==> config.mk <==
export PLATFORM = sky130hd
export DESIGN_NAME = connector_pn_hub
export DESIGN_NICKNAME = d
export VERILOG_FILES = /design/src/rtl/connector_pkg.sv /design/src/rtl/connector_rr_arb.sv /design/src/rtl/connector_pn_hub.sv
export SDC_FILE = /design/constraint.sdc
export NUM_CORES = 1
export LEC_CHECK = 0
export ABC_AREA = 1
export ABC_CLOCK_PERIOD_IN_PS = 4130
export CAP_MARGIN = 10
export CORE_UTILIZATION = 52
export CTS_CLUSTER_DIAMETER = 120
export CTS_CLUSTER_SIZE = 28
export DETAILED_ROUTE_END_ITERATION = 7
export PLACE_DENSITY_LB_ADDON = 0.12
export SYNTH_ARGS = -nofsm -noshare
export SYNTH_HDL_FRONTEND = slang
export SYNTH_SLANG_ARGS = --single-unit
export TNS_END_PERCENT = 5
==> constraint.sdc <==
create_clock -name clk -period 4.13 [get_ports clk]
set_input_delay 0.826 -clock clk [delete_from_list [all_inputs] [get_ports clk]]
set_output_delay 0.826 -clock clk [all_outputs]
set_load 0.05 [all_outputs]
==> src/rtl/connector_pkg.sv <==
// connector_pkg: shared constants, output-stage state and index-width helper for the connector hub.
package connector_pkg;

    localparam int DEF_NUM_PORTS = 3;
    localparam int DEF_DATA_W    = 8;

    typedef enum logic {EMPTY, FULL} stage_t;

    function automatic int idx_w(input int n);
        return (n > 2) ? $clog2(n) : 1;
    endfunction

endpackage

==> src/rtl/connector_rr_arb.sv <==
// connector_rr_arb: round-robin arbiter searching upward from ptr with wrap-around.
module connector_rr_arb
    import connector_pkg::*;
#(
    parameter int N = DEF_NUM_PORTS,
    parameter int W = idx_w(N)
) (
    input  logic [N-1:0] req,
    input  logic [W-1:0] ptr,
    output logic [N-1:0] grant,
    output logic [W-1:0] gidx,
    output logic         any_grant
);

    logic [2*N-1:0] dbl;
    logic [W-1:0]   off;
    logic [W:0]     sum;

    // Rotating a doubled copy puts the search start at bit 0.
    always_comb begin
        dbl       = {req, req} >> ptr;
        off       = '0;
        any_grant = 1'b0;
        for (int k = N - 1; k >= 0; k--) begin
            if (dbl[k]) begin
                off       = W'(k);
                any_grant = 1'b1;
            end
        end
        sum   = {1'b0, ptr} + {1'b0, off};
        gidx  = (sum >= (W + 1)'(N)) ? W'(sum - (W + 1)'(N)) : W'(sum);
        grant = any_grant ? (N'(1) << gidx) : '0;
    end

endmodule

==> src/rtl/connector_pn_hub.sv <==
// connector_pn_hub: per-channel one-entry buffers merged round-robin into a registered output stage.
module connector_pn_hub
    import connector_pkg::*;
#(
    parameter int NUM_PORTS = DEF_NUM_PORTS,
    parameter int DATA_W    = DEF_DATA_W,
    localparam int IDX_W    = idx_w(NUM_PORTS)
) (
    input  logic                        clk,
    input  logic                        rst,
    input  logic [NUM_PORTS-1:0]        in_valid,
    input  logic [NUM_PORTS*DATA_W-1:0] in_data,
    output logic [NUM_PORTS-1:0]        in_ready,
    input  logic                        freeze,
    output logic                        out_valid,
    output logic [DATA_W-1:0]           out_data,
    output logic [IDX_W-1:0]            out_port,
    input  logic                        out_ready,
    output logic [NUM_PORTS-1:0]        valid0
);

    stage_t                 state, state_nx;
    logic [NUM_PORTS-1:0]   pending;
    logic [NUM_PORTS-1:0]   capture;
    logic [NUM_PORTS-1:0]   grant;
    logic [DATA_W-1:0]      slot [NUM_PORTS];
    logic [IDX_W-1:0]       ptr;
    logic [IDX_W-1:0]       gidx;
    logic                   any_grant;
    logic                   load;

    // Ready depends only on registered pending and freeze, never on out_ready.
    assign in_ready  = {NUM_PORTS{~freeze}} & (rst ? '1 : ~pending);
    assign capture   = in_valid & in_ready;
    assign out_valid = (state == FULL);
    assign valid0    = pending;

    connector_rr_arb #(.N(NUM_PORTS), .W(IDX_W)) u_arb (
        .req       (pending),
        .ptr       (ptr),
        .grant     (grant),
        .gidx      (gidx),
        .any_grant (any_grant)
    );

    always_comb begin
        load     = !freeze && any_grant && (state == EMPTY || out_ready);
        state_nx = load ? FULL : (state == FULL && out_ready) ? EMPTY : state;
    end

    always_ff @(posedge clk) begin
        if (rst) begin
            state    <= EMPTY;
            pending  <= '0;
            out_data <= '0;
            out_port <= '0;
            ptr      <= '0;
        end else begin
            state   <= state_nx;
            pending <= (pending & ~(grant & {NUM_PORTS{load}})) | capture;
            if (load) begin
                out_data <= slot[gidx];
                out_port <= gidx;
                ptr      <= (gidx == IDX_W'(NUM_PORTS - 1)) ? '0 : gidx + 1'b1;
            end
        end
    end

    always_ff @(posedge clk) begin
        for (int i = 0; i < NUM_PORTS; i++)
            if (capture[i]) slot[i] <= in_data[i*DATA_W +: DATA_W];
    end

endmodule

---- Word level (Yosys, flattened, before mapping) ----
Memories as Yosys holds them, arrays and structs flattened. A register that Yosys moved wholly into a read port is not among the register bits.
Cells that the tools add are included.
storage, ports and cells
  register bits ........................... 8
  memories kept ........................... 1
  RAM bits ................................ 24
  word-level logic and storage cells ...... 45
operators by class
  shift-type cells ........................ 2
  multiplexer cells ....................... 18
  order comparisons ....................... 1
  bitwise gates (word level) .............. 9
  reduce and logical (&&, ||, !) cells .... 6
  equal/unequal tests ..................... 1
  $add $sub $neg .......................... 3
memories
  name  depth  width  rd ports  clocked after memory_dff  write ports  line                    text
  slot  3      8      1         1                         3            connector_pn_hub.sv:26  logic [DATA_W-1:0] slot [NUM_PORTS];
operator list
  operator                                             number
  bitwise AND 3 bit                                    4
  2-to-1 mux 1 bit                                     11
  2-to-1 mux 2 bit                                     5
  2-to-1 mux 3 bit                                     2
  NOT 3 bit                                            2
  >> shifter 6 x 2 -> 3 bit                            1
  adder 2 x 2 -> 3 bit                                 1
  >= comparator 3 x 2 -> 1 bit, second input constant  1
  logical AND 1 bit                                    3
  OR 3 bit                                             1
  << shifter 1 x 2 -> 3 bit, first input constant      1
  adder 2 x 1 -> 2 bit, second input constant          1
  equality test 2 bit, second input constant           1
  NOT 1 bit                                            2
  nonzero test 2 bit                                   1
  subtractor 2 bit, second input constant              1
  zero test 1 bit                                      1
  logical OR 1 bit                                     1

---- Longest topological paths before layout ----
  depth in word-level cells ............... 13
  gate-level depth with buffers ........... 17
  depth with buffers taken out ............ 17

---- By module ----
A second synthesis with hierarchy kept.
second synthesis, totals
  cells, all modules ...................... 208
  area, all modules ....................... 1829.3 sq um
modules (own cells, without submodules)
  module            seq. area each (sq um)  area each (sq um)  times used  cells an instance
  connector_pn_hub  1041.0                  1560.2             1           157
  connector_rr_arb  0.0                     269.0              1           51

---- Least setup slack after synthesis ----
Ideal clock, no wire load.
  path kind ............................... register to register
  start point ............................. register pending[1] (netlist: valid0[1])
  end point ............................... register out_data[0], read port of slot
  required time ........................... 4021 ps
  arrival ................................. 2946 ps
  stages on the path, launching flop included .. 18
  path slack .............................. 1075 ps
  cell sequence ........................... dfxtp_1 -> inv_1 -> nand2_1 -> o21ai_0 -> or2_2 -> a21oi_1 -> ha_1 -> fa_1 -> ha_1 -> nor2_4 -> nand2_4 -> nand2_8 -> nand2_8 -> buf_12 -> nand3_1 -> nand3_1 -> nand2_1 -> inv_1
between the ends
  longest elaborated chain between the ends .. 7
  elaborated cells between the ends (all ways) .. 13
ends and longest elaborated chain
  element                                                                  line                    text
  start, declared                                                          connector_pn_hub.sv:23  logic [NUM_PORTS-1:0] pending;
  start signal, assigned                                                   connector_pn_hub.sv:60  pending <= (pending & ~(grant & {NUM_PORTS{load}})) | capture;
  >> shifter 6 x 2 -> 3 bit *                                              connector_rr_arb.sv:21  dbl = {req, req} >> ptr;
  2-to-1 mux 2 bit (3 in a row)                                            connector_rr_arb.sv:25  if (dbl[k]) begin
  adder 2 x 2 -> 3 bit                                                     connector_rr_arb.sv:30  sum = {1'b0, ptr} + {1'b0, off};
  >= comparator 3 x 2 -> 1 bit / subtractor 2 bit (equally long branches)  connector_rr_arb.sv:31  gidx = (sum >= (W + 1)'(N)) ? W'(sum - (W + 1)'(N)) : W'(sum);
  2-to-1 mux 2 bit                                                         connector_rr_arb.sv:31
  end, declared                                                            connector_pn_hub.sv:16  output logic [DATA_W-1:0] out_data,
Every way passes the cells marked *; elsewhere a longest branch is shown, timed or not.
A chain may end at the register's enable or synchronous reset.

---- Worst setup path after layout ----
  start point ............................. input port rst
  end point ............................... output port in_ready[0]
between the ends
  longest elaborated chain between the ends .. 2
ends and longest elaborated chain
  element            line                    text
  start, declared    connector_pn_hub.sv:10  input logic rst,
  2-to-1 mux 3 bit   connector_pn_hub.sv:33  assign in_ready = {NUM_PORTS{~freeze}} & (rst ? '1 : ~pending);
  bitwise AND 3 bit  connector_pn_hub.sv:33
  end, declared      connector_pn_hub.sv:13  output logic [NUM_PORTS-1:0] in_ready,
No other way between the ends.

==> run_results.csv <==
group,metric,value,unit
outcome,status,"finished, final reports clean",
detailed_routing,num_vias,1482,
placement,io_buffer_count,47,
job,drv_cap,0,
sta,skew,6.874,ps
worst_hold_path,hold_path_class,"reg2reg",
cts,clkTransAtPathRegs,100,ps
global_routing,gr-total-overflow,0,
synth,synth.yosys.seq_area_share,56.25,%
detailed_routing,wl_met1,1483,microns
detailed_routing,antenna_left,0,
sta,worst_pin_slew,504.9,ps
cts,clock-root-buffer,"clkbuf_4",
synth,synth_area_per_cell,9.588,sq um
cts,cts_tree,"yes",
floorplan,die_h,61.66,microns
sta,period_minus_slack,3362,ps
synth,yosysTopAreaCell,"edfxtp_1",
synth,syn_inst,193,
setup_path,crit_chain,"clkdlybuf4s50_1 -> nor2_1 -> nor2_1 -> clkdlybuf4s50_1",
synth,synth-edff-count,24,
sta,setup_violations,0,
pwr,power,0.001336,W
finish,drive_gt1_share,8.571,%
setup_path,worstPathRequired,3300,ps
synth,syn_nets,227,
setup_path,cp.arrival,2540,ps
setup_path,crit_fanout,9,
setup_path,worst_setup_path_start_kind,"input port",
floorplan,rows,21,
sta,rsz0062_at_grt,"false",
setup_path,cp_top_family,"buffers and inverters",
detailed_routing,drt_iter0_markers,59,
sta,post-route-period-util,81.41,%
detailed_routing,drc,0,
detailed_routing,routed_wl,3899,microns
pwr,peakVddDrop,0.0002654,V
sta,slew_headroom,66.23,%
cts,clk_path_buf_depth,2,
cts,post-cts-setup-buffers,0,
finish,antenna_cells,0,
detailed_routing,vias_per_cell,5.093,
synth,ys_seq_elements,40,
placement,post-dp-hpwl,2985,microns
sta,finalMaxSlewViolations,0,
sta,final.setup.tns,0,ps
detailed_routing,routedWlPerCell,13.40,microns
floorplan,io_pins,48,
cts,cts_hold_buf,0,
synth,ys.flop_type,"edfxtp_1",
pwr,p_leak,0.9968,nW
cts,cts_resized,0,
pwr,power_density,555.6,mW/mm^2
cts,insertion_delay,330,ps
sta,hold_viol_final,0,
floorplan,die_width,61.66,microns
finish,syn2layout_area_growth,29.95,%
synth,synth_area,0.001851,sq mm
setup_path,slowest_stage,"clkdlybuf4s50_1",
detailed_routing,wl_met3,228,microns
sta,fmax,297.4,MHz
setup_path,cp_num_buf_inv,2,
finish,layout.nets,278,
synth,synth_area_leaders,"edfxtp_1 39%, dfxtp_1 17%, nand2_1 7.7%",
detailed_routing,firstDrtPassIters,4,
synth,yosysUniqueCellTypes,26,
global_routing,grt_start_max_net_pins,21,
floorplan,start_util,55.02,%
floorplan,dieArea,0.003801,sq mm
cts,clock_sinks,40,
synth,async_flop_share,0,%
setup_path,endpoint_kind,"output pin",
global_routing,track_usage,23.13,%
detailed_routing,routed-wl-met2,2078,microns
setup_path,crit_type,"in2out",
setup_path,slowest_delay,820,ps
detailed_routing,routed.top_layer,"met4",
placement,routabilityCongestion,0.8201,
global_routing,antenna_found_initial,0,
synth,yosys_warnings,0,
synth,synth_top_area_share,38.95,%
global_routing,grt_pass1_wl,6161,microns
cts,h-tree-depth,2,
global_routing,grt_pass1_vias,1471,
cts,cts_buffers,5,
floorplan,core,0.003363,sq mm
## cells in the mapped netlist (all sizes together), types with 2 or more instances
cell type and number:
o21ai 13, nand3 30, o21a 5, edfxtp 24
inv 30, nand2 44, nor3b 2, nor2 9
buf 4, ha 2, dfxtp 16, a21oi 9
## layer usage
layer  GRT usage (%)  vias up
met2           41.47       63
met4           13.33        0
met5               0        -
li1                -      739
met3           4.622       11
met1           25.27      669
## where the power goes
group	internal (W)	leakage, nW	switching [W]	total (W)
clock	0.0000664	0.0293	0.000115	0.000182
sequential	0.000463	0.356	0.0000244	0.000487
combinational	0.000218	0.612	0.000449	0.000668
total	0.000747	0.997	0.000589	0.00134
## cell usage in the layout (no fill, tap or decap), drive strengths merged
master | synthesis | final
clkdlybuf4s50 | 0 | 47
nor3 | 1 | 1
buf | 4 | 2
clkbuf | 1 | 7
ha | 2 | 2
or2 | 1 | 1
clkinv | 0 | 1
a21oi | 9 | 9
fa | 1 | 1
nand2 | 44 | 44
nor2 | 9 | 9
o21ai | 13 | 13
nand4 | 1 | 1
o21a | 5 | 5
nand3 | 30 | 30
nor3b | 2 | 2
dfxtp | 16 | 16
edfxtp | 24 | 24
inv | 30 | 30
## path summary, 6_finish.rpt
kind                                                from                  endpoint  slack [ps]  depth (start not counted)
worst max-delay path                                 rst               in_ready[0]         770                          4
worst min register to register  out_port[1]$_SDFFE_PP0P_  out_port[1]$_SDFFE_PP0P_         560                          4
worst max register to register       ptr[0]$_SDFFE_PP0P_  out_data[5]$_SDFFE_PP0P_        1110                         14
worst min-delay path            out_port[1]$_SDFFE_PP0P_  out_port[1]$_SDFFE_PP0P_         560                          4
## worst min-delay path, stage by stage, from the launching register on
cell	delay (ps)
dfxtp_1	330
nand2_1	70
o21ai_2	50
nand2_1	50
inv_1	30
## kinds of logic after synthesis
| logic type | count (synthesis) | synth area share, % |
|---|---|---|
| compound gates | 27 | 8.181 |
| fa+ha+maj | 3 | 2.434 |
| buf+inv | 35 | 8.180 |
| flops | 40 | 56.25 |
| simple gates | 88 | 24.95 |
## registers in the layout (all words and copies together), names as in the netlist
signal / cells
out_data: 8
ptr: 2
valid0: 3
slot: 24
out_port: 2
out_valid: 1
## area by class of cell
cell class                      instances  area [sq um]
Sequential cell                        40          1041
Fill cell                             275         958.4
Clock buffer                            7         45.04
Clock inverter                          1         5.005
Timing Repair Buffer                   49         485.5
Inverter                               30         112.6
Multi-Input combinational cell        118         658.1
Tap cell                               46         57.56
## per-stage QoR
step	hold slack (ps)	cells	instance area, sq um	utilization, %	setup WS (ps)
3_3_place_gp	520.6	283	2355	70.01	838.2
3_5_place_dp	541.5	283	2355	70.01	776.3
2_1_floorplan	504.7	193	1851	-	1075
4_1_cts	557.4	291	2405	71.50	776.3
6_report	557.9	291	2405	71.50	767.7
5_1_grt	581.4	291	2405	71.50	698.3
(Power assumes the default switching activity.)
